==> src/rtl/breath_pkg.sv <==
// breath_pkg: shared types, default constants and the duty mapping function
// for the LED breathing ramp (breath_ramp and its tick_gen sub-module).
//
// Contents:
//   state_t         ramp FSM states HOLD_LO, RISE, HOLD_HI, FALL
//   DEF_PRESC       default clock cycles per base tick (1 kHz at 50 MHz)
//   DEF_STEP        default level increment/decrement per step event
//   DEF_HOLD_STEPS  default step events spent in each hold state
//   gamma_map()     level -> duty mapping
//
// Configuration macro: BREATH_GAMMA_EN
//   defined   : gamma_map(l) = (l*l + l) >> 8 (perceptually linear fade)
//   undefined : gamma_map(l) = l, no multiplier is built
`timescale 1ns/1ps
package breath_pkg;

  typedef enum logic [1:0] {
    HOLD_LO = 2'd0,
    RISE    = 2'd1,
    HOLD_HI = 2'd2,
    FALL    = 2'd3
  } state_t;

  localparam int DEF_PRESC      = 50000;
  localparam int DEF_STEP       = 1;
  localparam int DEF_HOLD_STEPS = 16;

  function automatic logic [7:0] gamma_map(input logic [7:0] lvl);
`ifdef BREATH_GAMMA_EN
    logic [15:0] sq;
    // The "+ lvl" term makes 255 map exactly to 255: 255*256 >> 8 = 255.
    sq = ({8'd0, lvl} * {8'd0, lvl}) + {8'd0, lvl};
    return sq[15:8];
`else
    return lvl;
`endif
  endfunction

endpackage

==> src/rtl/breath_ramp_tick_gen.sv <==
// tick_gen: base-tick prescaler followed by a rate counter; emits one step
// pulse every Rate x PRESC clock cycles while run is high.
//
// Ports:
//   CLOCK_50  in   system clock, rising edge
//   RESET_N   in   asynchronous active-low reset
//   run       in   Enable & (Rate != 0); low freezes both counters
//   Rate      in   base ticks per step event
//   step      out  one-cycle step pulse (combinational from the counters)
//
// No configuration macros affect this module.
`timescale 1ns/1ps
module tick_gen
  import breath_pkg::*;
#(
  parameter int PRESC = DEF_PRESC
) (
  input  logic       CLOCK_50,
  input  logic       RESET_N,
  input  logic       run,
  input  logic [7:0] Rate,
  output logic       step
);

  localparam int            PW         = $clog2(PRESC);
  localparam logic [PW-1:0] PRESC_LAST = PW'(PRESC - 1);

  logic [PW-1:0] presc_cnt;
  logic [7:0]    rate_cnt;
  logic [8:0]    rate_inc;
  logic          tick;

  assign tick     = run && (presc_cnt == PRESC_LAST);
  assign rate_inc = {1'b0, rate_cnt} + 9'd1;
  // ">=" rather than "==" so that lowering Rate below the current count
  // still produces a step on the very next tick.
  assign step     = tick && (rate_inc >= {1'b0, Rate});

  always_ff @(posedge CLOCK_50 or negedge RESET_N) begin
    if (!RESET_N) begin
      presc_cnt <= '0;
      rate_cnt  <= '0;
    end else if (run) begin
      presc_cnt <= tick ? '0 : presc_cnt + PW'(1);
      if (step)
        rate_cnt <= '0;
      else if (tick)
        rate_cnt <= rate_inc[7:0];
    end
  end

endmodule

==> src/rtl/breath_ramp.sv <==
// breath_ramp: generates the 8-bit duty value for the downstream PWM stage
// as a rise / hold / fall / hold "breathing" triangle. The level moves by
// STEP on each step event from tick_gen and saturates at 0 and 255. Duty is
// reloaded only in the cycle PwmCount == 8'hFF so the PWM never sees a
// change in the middle of its period.
//
// Ports:
//   CLOCK_50  in   system clock, rising edge
//   RESET_N   in   asynchronous active-low reset
//   Enable    in   high = ramp runs, low = everything but Duty reload frozen
//   Rate[7:0] in   base ticks per step event, 0 = frozen
//   PwmCount  in   free-running counter of the PWM stage
//   Duty      out  registered duty value for the PWM stage
//   Dir       out  1 in RISE/HOLD_HI, 0 in FALL/HOLD_LO
//   Peak      out  one-cycle pulse on the first cycle in HOLD_HI
//
// Configuration macro: BREATH_GAMMA_EN selects the gamma duty mapping
// (see breath_pkg::gamma_map); FSM, level and timing are unaffected.
`timescale 1ns/1ps
module breath_ramp
  import breath_pkg::*;
#(
  parameter int PRESC      = DEF_PRESC,
  parameter int STEP       = DEF_STEP,
  parameter int HOLD_STEPS = DEF_HOLD_STEPS
) (
  input  logic       CLOCK_50,
  input  logic       RESET_N,
  input  logic       Enable,
  input  logic [7:0] Rate,
  input  logic [7:0] PwmCount,
  output logic [7:0] Duty,
  output logic       Dir,
  output logic       Peak
);

  localparam int         HW    = (HOLD_STEPS < 2) ? 1 : $clog2(HOLD_STEPS + 1);
  localparam logic [8:0] STEP9 = 9'(STEP);
  localparam logic [7:0] STEP8 = 8'(STEP);

  state_t        state, state_nxt;
  logic [7:0]    level, level_nxt;
  logic [HW-1:0] hold_cnt, hold_nxt;
  logic          peak_nxt;
  logic          run;
  logic          step;
  logic          hold_done;

  assign run = Enable && (Rate != 8'd0);

  tick_gen #(
    .PRESC (PRESC)
  ) u_tick_gen (
    .CLOCK_50 (CLOCK_50),
    .RESET_N  (RESET_N),
    .run      (run),
    .Rate     (Rate),
    .step     (step)
  );

  // Compared as "count after this step >= HOLD_STEPS" so HOLD_STEPS = 0
  // leaves the hold state on the first step event.
  assign hold_done = (int'(hold_cnt) + 1) >= HOLD_STEPS;

  assign Dir = (state == RISE) || (state == HOLD_HI);

  always_comb begin
    state_nxt = state;
    level_nxt = level;
    hold_nxt  = hold_cnt;
    peak_nxt  = 1'b0;
    if (step) begin
      case (state)
        RISE: begin
          // 9-bit sum so a large STEP cannot wrap past 255.
          if (({1'b0, level} + STEP9) >= 9'd255) begin
            level_nxt = 8'd255;
            state_nxt = HOLD_HI;
            peak_nxt  = 1'b1;
          end else begin
            level_nxt = level + STEP8;
          end
        end
        HOLD_HI: begin
          if (hold_done) begin
            hold_nxt  = '0;
            state_nxt = FALL;
          end else begin
            hold_nxt = hold_cnt + HW'(1);
          end
        end
        FALL: begin
          if (level <= STEP8) begin
            level_nxt = 8'd0;
            state_nxt = HOLD_LO;
          end else begin
            level_nxt = level - STEP8;
          end
        end
        HOLD_LO: begin
          if (hold_done) begin
            hold_nxt  = '0;
            state_nxt = RISE;
          end else begin
            hold_nxt = hold_cnt + HW'(1);
          end
        end
        default: ;
      endcase
    end
  end

  always_ff @(posedge CLOCK_50 or negedge RESET_N) begin
    if (!RESET_N) begin
      state    <= HOLD_LO;
      level    <= 8'd0;
      hold_cnt <= '0;
      Peak     <= 1'b0;
      Duty     <= 8'd0;
    end else begin
      state    <= state_nxt;
      level    <= level_nxt;
      hold_cnt <= hold_nxt;
      Peak     <= peak_nxt;
      // Reload on the last count of the PWM period; new value is live from 0.
      if (PwmCount == 8'hFF)
        Duty <= gamma_map(level);
    end
  end

endmodule

==> config.mk <==
export PLATFORM = sky130hd
export DESIGN_NAME = breath_ramp
export DESIGN_NICKNAME = d
export VERILOG_FILES = /design/src/rtl/breath_pkg.sv /design/src/rtl/breath_ramp_tick_gen.sv /design/src/rtl/breath_ramp.sv
export SDC_FILE = /design/constraint.sdc
export NUM_CORES = 1
export LEC_CHECK = 0
export ABC_AREA = 0
export ABC_CLOCK_PERIOD_IN_PS = 9200
export CAP_MARGIN = 20
export CORE_AREA = 2 2 110 112
export CTS_CLUSTER_SIZE = 10
export DETAILED_ROUTE_END_ITERATION = 8
export DIE_AREA = 0 0 112 114
export GPL_TIMING_DRIVEN = 0
export PLACE_DENSITY = 0.56
export SYNTH_ARGS = -nofsm -noshare
export SYNTH_HDL_FRONTEND = slang
export SYNTH_SLANG_ARGS = --single-unit
==> constraint.sdc <==
create_clock -name CLOCK_50 -period 9.2 [get_ports CLOCK_50]
set_clock_uncertainty 0.1 [all_clocks]
set_input_delay 1.84 -clock CLOCK_50 [delete_from_list [all_inputs] [get_ports CLOCK_50]]
set_output_delay 1.84 -clock CLOCK_50 [all_outputs]
set_load 0.02 [all_outputs]
==> metrics.log <==
INFO  metric pre_cts_ws = 4.53 ns
INFO  metric cellLeakagePower = 1.67 nW
INFO  metric clk_pin_slew_worst_paths = 0.07 ns
INFO  metric worst_ep_arrival_time = 4.46 ns
INFO  metric io_pins = 29
INFO  metric synth-seq-cells = 48
INFO  metric ys_seq_area_frac = 0.381
INFO  metric timing.setup.tns = 0 ns
INFO  metric synth_compound_area_frac = 0.150
INFO  metric report.power.total = 0.466 mW
INFO  metric detail_route.first_pass.iterations = 4
INFO  metric yosys.cell_types.count = 61
INFO  metric grt_first_pass_wirelength = 12.5 mm
INFO  metric max-cap-violations = 0
INFO  metric clock-sinks = 48
INFO  metric maximum_number_of_pins_on_one_net_before_global_route_repair = 29
INFO  metric xor_xnor_share_of_the_synthesized_area = 0.0584
INFO  metric cts_made_buffers = 5
INFO  metric row_count = 40
INFO  metric post-route-worst-setup-slack = 4.81 ns
INFO  metric place.detailed.instances = 526
INFO  metric layout.cells.most_common = dfrtp_1
INFO  metric final.fill_count = 1245
INFO  metric async_flop_share = 1.00
INFO  metric rsz0062_at_grt = false
INFO  metric die_y = 114 um
INFO  metric cts_max_level = 2
INFO  metric number_of_max_slew_violations_in_the_final_report = 0
INFO  metric detail_route.wl_per_cell = 13.3 um
INFO  metric ys.flop_type = dfrtp_1
INFO  metric globalplace.congestion = 0.854
INFO  metric number_of_vias_per_cell = 5.01
INFO  metric synth_top_family_by_area = simple AND/OR/NAND/NOR gates
INFO  metric number_of_global_route_vias_before_repair = 2620
INFO  metric drt_wl_total = 7.12 mm
INFO  metric place.port_buffers = 28
INFO  metric gr-total-overflow = 0
INFO  metric synth_enable_flop_cells = 0
INFO  metric syn2layout_area_growth = 19.9%
INFO  metric die_x = 112 um
INFO  metric cts-root-buf = clkbuf_16
INFO  metric grt_antenna_before_repair = 0
INFO  metric outcome = complete, no violations
INFO  metric cts-root-to-sink-buffers = 2
INFO  metric floorplan.core_area = 11700 sq um
INFO  metric ir_drop = 68.9 uV
INFO  metric cts_post_setup_buffers_inserted = 0
INFO  metric tritoncts = done
INFO  metric portion_of_netlist_area_occupied_by_mux_cells = 0.0429
INFO  metric finish.net_count = 424
INFO  metric hold_slack = 0.405 ns
INFO  metric postRouteAntennaNets = 0
INFO  metric max_clock_freq = 228 MHz
INFO  metric setup.worst_path.start_class = input port
INFO  metric synth_simple_gate_area_frac = 0.239
INFO  metric worstSkewPairLatency = 0.29 ns
INFO  metric synthesis.nets = 388
INFO  metric diodes = 0
INFO  metric mappedNetlistArea = 3150 sq um
INFO  metric synthesis.area_per_instance = 9.01 sq um
INFO  metric initial_utilization = 0.269
INFO  metric final_hold_viol_count = 0
INFO  metric cts_repair_resize_count = 0
INFO  metric timing.final.crit_share = 0.477
INFO  metric dr.first_iter.drc_count = 137
INFO  metric num_vias = 2673
INFO  metric dp_hpwl = 5.30 mm
INFO  metric syn_inst = 350
INFO  metric drc = 0
INFO  metric track_usage = 0.119
INFO  metric relSlewSlack = 0.565
INFO  metric worstSetupEndpointType = flip-flop
INFO  metric worst-endpoint-required = 9.28 ns
INFO  metric synthesis.yosys.warnings = 0
INFO  metric tightest_slew = 0.650 ns
INFO  metric cellPowerDensity = 123 nW/um^2
INFO  metric drive_gt1_frac = 0.106
INFO  metric cts-hold-fix-buffers = 0
INFO  metric path_max_fanout = 10
INFO  metric critPathKind = in2reg
INFO  metric synth_fa_ha_area_frac = 0.0754
INFO  metric final-setup-viol-count = 0
INFO  metric instances_no_fill = 534
INFO  metric hold_path_class = reg2reg
INFO  metric finalCriticalPeriod = 4.39 ns
INFO  metric dieArea = 12800 sq um
INFO  metric layout_common_cells = dfrtp_1 (48), nand2_1 (39), nor2_1 (27), clkdlybuf4s50_1 (27), nand3_1 (22)
metrics by stage:
step | utilization | cell area, sq um
2_1_floorplan | - | 3150
3_3_place_gp | 0.309 | 3620
3_5_place_dp | 0.310 | 3630
4_1_cts | 0.323 | 3780
5_1_grt | 0.323 | 3780
6_report | 0.323 | 3780
metal layers:
metal,track usage,wire (um),share of wire,vias to the layer above
met2,0.194,3240,0.46,48
met1,0.163,3530,0.50,1310
met4,0.0325,76,0.011,0
met5,0,0,0,-
li1,-,-,-,1307
met3,0.0223,270,0.038,8
layout make-up:
type / instances / area (sq um) / area share
repair buffers: 29 / 295 / 0.0781
clock inverters: 2 / 10.0 / 0.00265
multi-input cells: 264 / 1780 / 0.471
clock buffers: 6 / 139 / 0.0367
plain buffers: 18 / 93.8 / 0.0248
flip-flops and latches: 48 / 1200 / 0.318
inverters: 20 / 75.1 / 0.0199
well taps: 147 / 184 / 0.0487
state kept, by name (all words and copies together), names as in the netlist:
name                  flops
Duty                      8
Peak                      1
hold_cnt                  5
level                     8
state                     2
u_tick_gen.presc_cnt     16
u_tick_gen.rate_cnt       8
Yosys cell counts (2+ instances only):
master / instances / area [sq um]
or2_2: 3 / 18.8
o31ai_1: 6 / 45.0
o32ai_1: 2 / 17.5
nor2_1: 27 / 101
a21o_1: 4 / 30.0
clkbuf_1: 11 / 41.3
and3_1: 3 / 18.8
ha_1: 19 / 238
o21bai_1: 3 / 22.5
buf_2: 2 / 10.0
o41ai_1: 2 / 17.5
mux2_2: 8 / 90.1
nor4_1: 3 / 18.8
a31oi_1: 6 / 37.5
xor2_1: 7 / 61.3
buf_6: 3 / 33.8
nand2b_1: 3 / 18.8
a211oi_1: 2 / 15.0
a21oi_1: 9 / 45.0
xnor2_1: 14 / 123
a22o_1: 2 / 17.5
inv_1: 20 / 75.1
nor3_1: 9 / 45.0
nand4_1: 9 / 56.3
or4_4: 3 / 33.8
and2_1: 5 / 31.3
mux2i_1: 3 / 30.0
o221ai_1: 2 / 17.5
nor2b_1: 5 / 31.3
dfrtp_1: 48 / 1200
nand3_1: 22 / 110
nand2_1: 39 / 146
o21ai_0: 18 / 90.1
kinds of logic (layout without fill, tap and decap cells):
family / after synthesis / count (layout)
compound gates: 67 / 67
xor+xnor: 21 / 21
fa+ha+maj: 19 / 19
buf+inv: 38 / 75
flops: 48 / 48
mux: 12 / 12
simple gates: 145 / 145
worst paths after layout:
check	from	to	slack (ns)	cells after the start
min	u_tick_gen.presc_cnt[2]	u_tick_gen.presc_cnt[2]	0.40	1
min in group asynchronous	RESET_N	u_tick_gen.rate_cnt[6]	1.41	1
max reg2reg	u_tick_gen.rate_cnt[0]	level[6]	5.69	13
max	Rate[2]	level[6]	4.81	10
max in group asynchronous	RESET_N	Duty[7]	7.05	2
min reg2reg	u_tick_gen.presc_cnt[2]	u_tick_gen.presc_cnt[2]	0.40	1
report_power, final:
| part | internal, mW | switching, mW |
|---|---|---|
| Clock | 0.107 | 0.0834 |
| Sequential | 0.223 | 0.0134 |
| Combinational | 0.0206 | 0.0178 |
critical path, cell delays in order:
cell and delay [ns]:
clkdlybuf4s50_1 0.47, inv_1 0.05, ha_1 0.30, a21oi_1 0.15, o21ai_0 0.14, a221oi_1 0.37, clkbuf_1 0.37, nor2_1 0.20
clkbuf_1 0.30, a22o_1 0.28
Power figures use the tool's default switching activity.
